--- src/rtl/ahb_pkg.sv ---
// Shared AHB arbitration definitions: transfer-type codes, arbiter state encoding
// and a one-hot to index helper.
package ahb_pkg;

  localparam logic [1:0] HTRANS_IDLE   = 2'b00;
  localparam logic [1:0] HTRANS_BUSY   = 2'b01;
  localparam logic [1:0] HTRANS_NONSEQ = 2'b10;
  localparam logic [1:0] HTRANS_SEQ    = 2'b11;

  typedef enum logic [1:0] {
    ARB    = 2'd0,
    BURST  = 2'd1,
    LOCKED = 2'd2
  } arb_state_e;

  // Sized for up to 8 masters; callers zero-extend narrower vectors.
  function automatic logic [2:0] onehot2idx(input logic [7:0] oh);
    logic [2:0] idx;
    idx = '0;
    for (int i = 0; i < 8; i++) begin
      if (oh[i]) idx = 3'(i);
    end
    return idx;
  endfunction

endpackage

--- src/rtl/ahb_arbiter_rr_pick.sv ---
// Combinational round-robin search: first set request strictly after ptr, wrapping,
// so the pointer's own bit has the lowest priority.
module rr_pick #(
  parameter int N  = 4,
  parameter int MW = 2
) (
  input  logic [N-1:0]  req_i,
  input  logic [MW-1:0] ptr_i,
  output logic [MW-1:0] winner_o,
  output logic          any_req_o
);

  localparam int IW = (N > 1) ? $clog2(N) : 1;

  always_comb begin
    logic [IW-1:0] j;
    j         = '0;
    winner_o  = '0;
    any_req_o = 1'b0;
    for (int i = 1; i <= N; i++) begin
      j = IW'((int'(ptr_i) + i) % N);
      if (!any_req_o && req_i[j]) begin
        winner_o  = MW'(j);
        any_req_o = 1'b1;
      end
    end
  end

endmodule

--- src/rtl/ahb_arbiter.sv ---
// Round-robin AHB bus arbiter with burst and locked-transfer hold-off.
//   state  | meaning
//   ARB    | free to re-arbitrate on the next hready edge
//   BURST  | address-phase owner is mid-burst (SEQ/BUSY)
//   LOCKED | address-phase owner holds hlock
module ahb_arbiter
  import ahb_pkg::*;
#(
  parameter int NUM_MASTERS    = 4,
  parameter int MW             = 2,
  parameter int DEFAULT_MASTER = 0
) (
  input  logic                   hclk_i,
  input  logic                   hreset_i,
  input  logic [NUM_MASTERS-1:0] hbusreq_i,
  input  logic [NUM_MASTERS-1:0] hlock_i,
  input  logic [1:0]             htrans_i,
  input  logic                   hready_i,
  output logic [NUM_MASTERS-1:0] hgrant_o,
  output logic [MW-1:0]          hmaster_o,
  output logic [MW-1:0]          hmaster_d_o,
  output logic                   hmastlock_o
);

  localparam logic [NUM_MASTERS-1:0] DEF_GRANT = NUM_MASTERS'(1) << DEFAULT_MASTER;
  localparam logic [MW-1:0]          DEF_IDX   = MW'(DEFAULT_MASTER);

  arb_state_e             state_q;
  logic [NUM_MASTERS-1:0] hgrant_q;
  logic [MW-1:0]          hmaster_q;
  logic [MW-1:0]          hmaster_dp_q;
  logic                   hmastlock_q;
  logic [MW-1:0]          rr_ptr_q;

  logic          in_burst;
  logic          own_lock;
  logic          grant_lock;
  logic [MW-1:0] grant_idx;
  logic [MW-1:0] winner;
  logic          any_req;
  logic          arb_en;

  assign in_burst  = (htrans_i == HTRANS_SEQ) || (htrans_i == HTRANS_BUSY);
  assign grant_idx = MW'(onehot2idx(8'(hgrant_q)));

  // Explicit lookups keep indexing width-safe for any MW >= clog2(NUM_MASTERS).
  always_comb begin
    own_lock   = 1'b0;
    grant_lock = 1'b0;
    for (int i = 0; i < NUM_MASTERS; i++) begin
      if (hmaster_q == MW'(i)) own_lock   = hlock_i[i];
      if (grant_idx == MW'(i)) grant_lock = hlock_i[i];
    end
  end

  assign arb_en = (state_q == ARB) && !in_burst && !own_lock;

  rr_pick #(
    .N  (NUM_MASTERS),
    .MW (MW)
  ) u_rr_pick (
    .req_i     (hbusreq_i),
    .ptr_i     (rr_ptr_q),
    .winner_o  (winner),
    .any_req_o (any_req)
  );

  always_ff @(posedge hclk_i) begin
    if (hreset_i) begin
      state_q      <= ARB;
      hgrant_q     <= DEF_GRANT;
      hmaster_q    <= DEF_IDX;
      hmaster_dp_q <= DEF_IDX;
      hmastlock_q  <= 1'b0;
      rr_ptr_q     <= DEF_IDX;
    end else if (hready_i) begin
      hmaster_q    <= grant_idx;
      hmastlock_q  <= grant_lock;
      hmaster_dp_q <= hmaster_q;
      if (arb_en) begin
        if (any_req) begin
          hgrant_q <= NUM_MASTERS'(1) << winner;
          rr_ptr_q <= winner;
        end else begin
          hgrant_q <= DEF_GRANT;
        end
      end
      unique case (state_q)
        ARB: begin
          if (own_lock)      state_q <= LOCKED;
          else if (in_burst) state_q <= BURST;
        end
        BURST: begin
          if (own_lock)       state_q <= LOCKED;
          else if (!in_burst) state_q <= ARB;
        end
        LOCKED: begin
          if (!own_lock) state_q <= in_burst ? BURST : ARB;
        end
        default: state_q <= ARB;
      endcase
    end
  end

  assign hgrant_o    = hgrant_q;
  assign hmaster_o   = hmaster_q;
  assign hmaster_d_o = hmaster_dp_q;
  assign hmastlock_o = hmastlock_q;

endmodule
--- config.mk ---
export PLATFORM = sky130hd
export DESIGN_NAME = ahb_arbiter
export DESIGN_NICKNAME = d
export VERILOG_FILES = /design/src/rtl/ahb_pkg.sv /design/src/rtl/ahb_arbiter_rr_pick.sv /design/src/rtl/ahb_arbiter.sv
export SDC_FILE = /design/constraint.sdc
export NUM_CORES = 1
export LEC_CHECK = 0
export CAP_MARGIN = 20
export CORE_MARGIN = 5
export CORE_UTILIZATION = 40
export CTS_CLUSTER_DIAMETER = 100
export DETAILED_ROUTE_END_ITERATION = 6
export GPL_ROUTABILITY_DRIVEN = 0
export GPL_TIMING_DRIVEN = 0
export PLACE_DENSITY = 0.73
export SKIP_LAST_GASP = 1
export SYNTH_ARGS = -nofsm -noshare
export SYNTH_HDL_FRONTEND = slang
export SYNTH_HIERARCHICAL = 1
export SYNTH_SLANG_ARGS = --single-unit
--- constraint.sdc ---
create_clock -name hclk_i -period 2 [get_ports hclk_i]
set_input_delay 0.2 -clock hclk_i [delete_from_list [all_inputs] [get_ports hclk_i]]
set_output_delay 0.2 -clock hclk_i [all_outputs]
set_load 0.01 [all_outputs]
# --- After elaboration in Yosys (flattened, before gate mapping) ---
# Cells that the tools add are included.
classes:
  muxes: 35
  addsub: 4
  n_eq_ne: 13
  order_cmp: 4
  n_reduce_logical: 17
  n_shift: 1
ops:
  columns: ["cell", "count"]
  rows:
  - ["$mux W2", 11]
  - ["$mux W1", 18]
  - ["$eq A2 B2 Y1 const B", 6]
  - ["$lt A2 B3 Y1 const B", 4]
  - ["$bmux W1 S2", 4]
  - ["$eq A2 B1 Y1 const B", 4]
  - ["$logic_not A2 Y1", 3]
  - ["$ne A3 B3 Y1 const B", 2]
  - ["$pmux W2 S3", 1]
  - ["$logic_and A1 B1 Y1", 5]
  - ["$logic_not A1 Y1", 5]
  - ["$add A2 B1 Y2 const B", 2]
  - ["$add A2 B2 Y2 const B", 2]
  - ["$mux W4", 1]
  - ["$reduce_and A4 Y1", 1]
  - ["$shl A1 B2 Y4 const A", 1]
  - ["$reduce_and A3 Y1", 1]
  - ["$ne A2 B2 Y1 const B", 1]
  - ["$reduce_and A2 Y1", 1]
  - ["$logic_or A1 B1 Y1", 1]
totals:
  wordCells: 80
  inputBits: 13
  output_inout_bits: 9
  register_bits: 13

# --- Logic depth before layout (Yosys ltp) ---
logic_depth:
  depth_word: 15
  mapped_depth: 6
  mapped_depth_nobuf: 6

# --- Hierarchy ---
# Netlist, hierarchy kept.
by_module_without_submodules:
  columns: ["module", "seq_area_each_um2", "instances", "cells_each", "area_each_um2"]
  rows:
  - ["ahb_arbiter", 260.2, 1, 65, 608.1]
  - ["rr_pick", 0.0, 1, 14, 91.3]

# --- Worst setup path after synthesis ---
# No wires, ideal clock.
synth_path:
  kind: "reg-to-reg"
  startpoint: "register hmaster_q[0], in the netlist hmaster_o[0]"
  endpoint: "register hgrant_q[1], in the netlist hgrant_o[1]"
  setup_ps: 71
  arrival_ps: 1699
  n_path_buf: 1
  path_stages_with_launch: 5
  t_required_ps: 1929
  setup_slack_ps: 231
  synth_period_minus_slack_ps: 1769
  cell_sequence: "dfxtp_1 mux4_2 buf_6 or4_1 a21oi_1"
synth_via:
  elab_chain_cells: 8
  elab_cells_between_ends: 11
  classes_between: "3 x eq/ne; 4 x mux; 4 x reduce/logical"
synth_rtl:
  columns: ["item", "line", "text"]
  rows:
  - ["from (decl)", "ahb_arbiter.sv:30", "logic [MW-1:0] hmaster_q;"]
  - ["from (signal assigned)", "ahb_arbiter.sv:77", "hmaster_q <= grant_idx;"]
  - ["$logic_not A2 Y1", "ahb_arbiter.sv:51", "if (hmaster_q == MW'(i)) own_lock = hlock_i[i];"]
  - ["$mux W1 (3 in series)", "ahb_arbiter.sv:51", null]
  - ["$mux W1 (*)", "ahb_arbiter.sv:51", null]
  - ["$logic_not A1 Y1 (*)", null, null]
  - ["$logic_and A1 B1 Y1 (*)", "ahb_arbiter.sv:56", "assign arb_en = (state_q == ARB) && !in_burst && !own_lock;"]
  - ["$reduce_and A2 Y1 (no source line) (*)", null, null]
  - ["to (signal assigned)", "ahb_arbiter.sv:82", "hgrant_q <= NUM_MASTERS'(1) << winner;"]
  - ["to (decl)", "ahb_arbiter.sv:29", "logic [NUM_MASTERS-1:0] hgrant_q;"]
# Mark *: on every way between the ends. The rest lies on a longest branch, timed or not.
# A chain may end at the register's enable or synchronous reset.

# --- Worst setup path after layout ---
# Same ends and word-level chain as after synthesis.

==> results.md <==
* Run status: completed
* CTS Hold Bufs at 0
* Full die area at ~0.0027 mm2
* Die Ht at between 50 and 60 um
* CP required at roughly 2.2 ns
* Die W at just over 50 um
* Post-Syn Area at 699 um2
* Synth Warn # at 6
* Dominant synthesized flop cell: dfxtp_1
* Most common cell after layout, fill and taps aside: clkdlybuf4s50_1
* Cells after synthesis at 79
* Worst Hold Path Cells at 2
* Top-area cell type share of the netlist area at 0.372
* # resized after CTS at 0
* Gate power share at 0.214
* FFs w/ async S/R, synth at 0
* Lkg Pwr at about 0.33 nW
* Sequential power share at 0.497
* Initial DRT Pass Iterations at 4
* Max clock buf depth at 2
* Vias per inst at roughly 5.3
* Initial Utilization at 0.414
* Most Crowded Layer GR: met2
* Setup Skew at roughly 0.0007 ns
* Mapped Nets at between 90 and 100
* Num CTS Buffers at 3
* Nets at ~120
* RSZ-0062 raised after global routing: no
* Core Area at 0.00169 mm2
* Slew Limit Fails at 0
* Arr. time, crit path at roughly 2.0 ns
* H-tree depth at 1
* Max-cap violations at 0
* Final Util at 0.561
* Worst hold path class: reg -> reg
* Cell Int Power at 417 uW
* Detailed Place HPWL at about 1200 um
* Grt met2 use at 0.193
* Most used cells in the layout excluding fill and tap cells: clkdlybuf4s50_1 (20), dfxtp_1 (13), nand2b_1 (10)
* Post-CTS Setup Inserts at 0
* Met3 GRT Util at 0.0172
* Initial antenna violation count at 0
* Worst relative slew slack at 0.701
* Row cnt at 15
* Slew @ Worst Pin at between 0.4 and 0.5 ns
* Psw at 150 uW
* CP endpoint kind: register
* Fmax at approximately 0.55 GHz
* Clock Latency Late Sink at about 0.27 ns
* Syn Area/Cell at 8.85 um2
* DRT antenna net count at 0
* Routed len/inst at 12.8 um
* GRT met1 Usage at 0.175
* Pwr Density at about 600 mW/mm2
* Clk sinks at 13
* GR Overflow Total at 0
* Antenna fix cells at 0
* Clock network power share at 0.289
* Layout area overhead at 35.4%
* # IOs at 22
* Fin Hold WS at 0.488 ns
* Net Sw Frac at 0.265
* Yosys top cell by area: dfxtp_1
* Final Hold Viols at 0
* Worst-path fanout max at 10
* Clock slew at reported path FFs at 0.08 ns
* CTS tree: yes
* Worst vdd ir at 0.321 mV
* Final std cells w/o fill at 120
* Largest net degree at the start of global routing at 11
* Distinct cells, synth at 30
* Global-route wire length before repair at around 2600 um
* # fillers at about 150
* Setup ws final at around 0.19 ns
* # setup viols final at 0
* CP Launch Type: register
* Reg2reg path depth at 4
* CTS root buf: clkbuf_4
* DRC at 0
* IO Port Bufs at 20
* All-Layer GR Usage at 0.128
* Crit Path Category: reg -> reg
* Total Power at approximately 570 uW
* Setup WS pre-CTS at -0.0322 ns
* Placed insts at about 120
* Initial drt markers at 16
* Drt total wl at around 1500 um
* Register area share after synthesis at 0.372
* Flops & latches, synth at 13
* Top cells by area, synth: dfxtp_1 (37%), nand2b_1 (8.9%), mux2i_1 (7.2%)
* Share of layout cells above drive strength 1 at 0.107
* Minimum clock period at roughly 1.8 ns
* Period utilization at 0.907
* Post-synth EDFFs at 0
* Vias in the first global route at between 500 and 600
* DR vias at around 640
power groups by stage:
stage | registers (mW) | clock network, mW | logic [mW]
floorplan | 0.289 | 0 | 0.0637
global route | 0.284 | 0.185 | 0.134
detailed placement | 0.288 | 0 | 0.121
finish | 0.282 | 0.164 | 0.121
global placement | 0.287 | 0 | 0.119
CTS | 0.282 | 0.173 | 0.122
registers in the layout, summed over array words and instances (netlist names):
signal / cells
hmaster_d_o: 2
state_q: 2
hmaster_o: 2
rr_ptr_q: 2
hgrant_o: 4
hmastlock_o: 1
final cells by class:
cell class / count / area [um2] / area share
Multi-Input combinational cell: 60 / 408 / 0.431
Sequential cell: 13 / 260 / 0.275
Timing Repair Buffer: 20 / 200 / 0.211
Clock buffer: 4 / 26.3 / 0.0277
Buffer: 4 / 23.8 / 0.0251
Tap cell: 17 / 21.3 / 0.0225
Inverter: 2 / 7.51 / 0.00793
cells in the mapped netlist (2+ instances only):
master / instances
dfxtp_1: 13
nand2b_1: 10
nor2_1: 8
a21oi_1: 7
mux2i_1: 5
o21ai_0: 5
nand2_1: 4
clkbuf_1: 2
inv_1: 2
o22ai_1: 2
or4b_1: 2
per-stage QoR:
step | TNS [ns] | instance area, um2
global placement | -0.0404 | 921
global route | 0 | 947
detailed placement | -0.0417 | 921
finish | 0 | 947
CTS | 0 | 947
floorplan | 0 | 699
layer usage:
metal	vias up	wire length [um]
li1	336	-
met1	290	760
met2	8	719
met3	2	40
met4	0	21
met5	-	0
critical path, cell delays in order (launching register included):
cell     delay, ns
dfxtp_1       0.40
mux4_2        0.55
buf_6         0.16
or4_1         0.49
a21oi_1       0.15
worst paths after layout:
check | from | slack, ns | endpoint
max | hmaster_o[0] | 0.19 | hgrant_o[1]
min reg2reg | hmastlock_o | 0.49 | hmastlock_o
max reg2reg | hmaster_o[0] | 0.19 | hgrant_o[1]
min | hmastlock_o | 0.49 | hmastlock_o
cell families after synthesis:
family          count (synthesis)  share of synthesized area
simple gates                   33                      0.276
compound gates                 20                      0.188
buf+inv                         6                     0.0447
flops                          13                      0.372
mux                             7                      0.120
No activity file was read; power rests on OpenSTA's default activity.
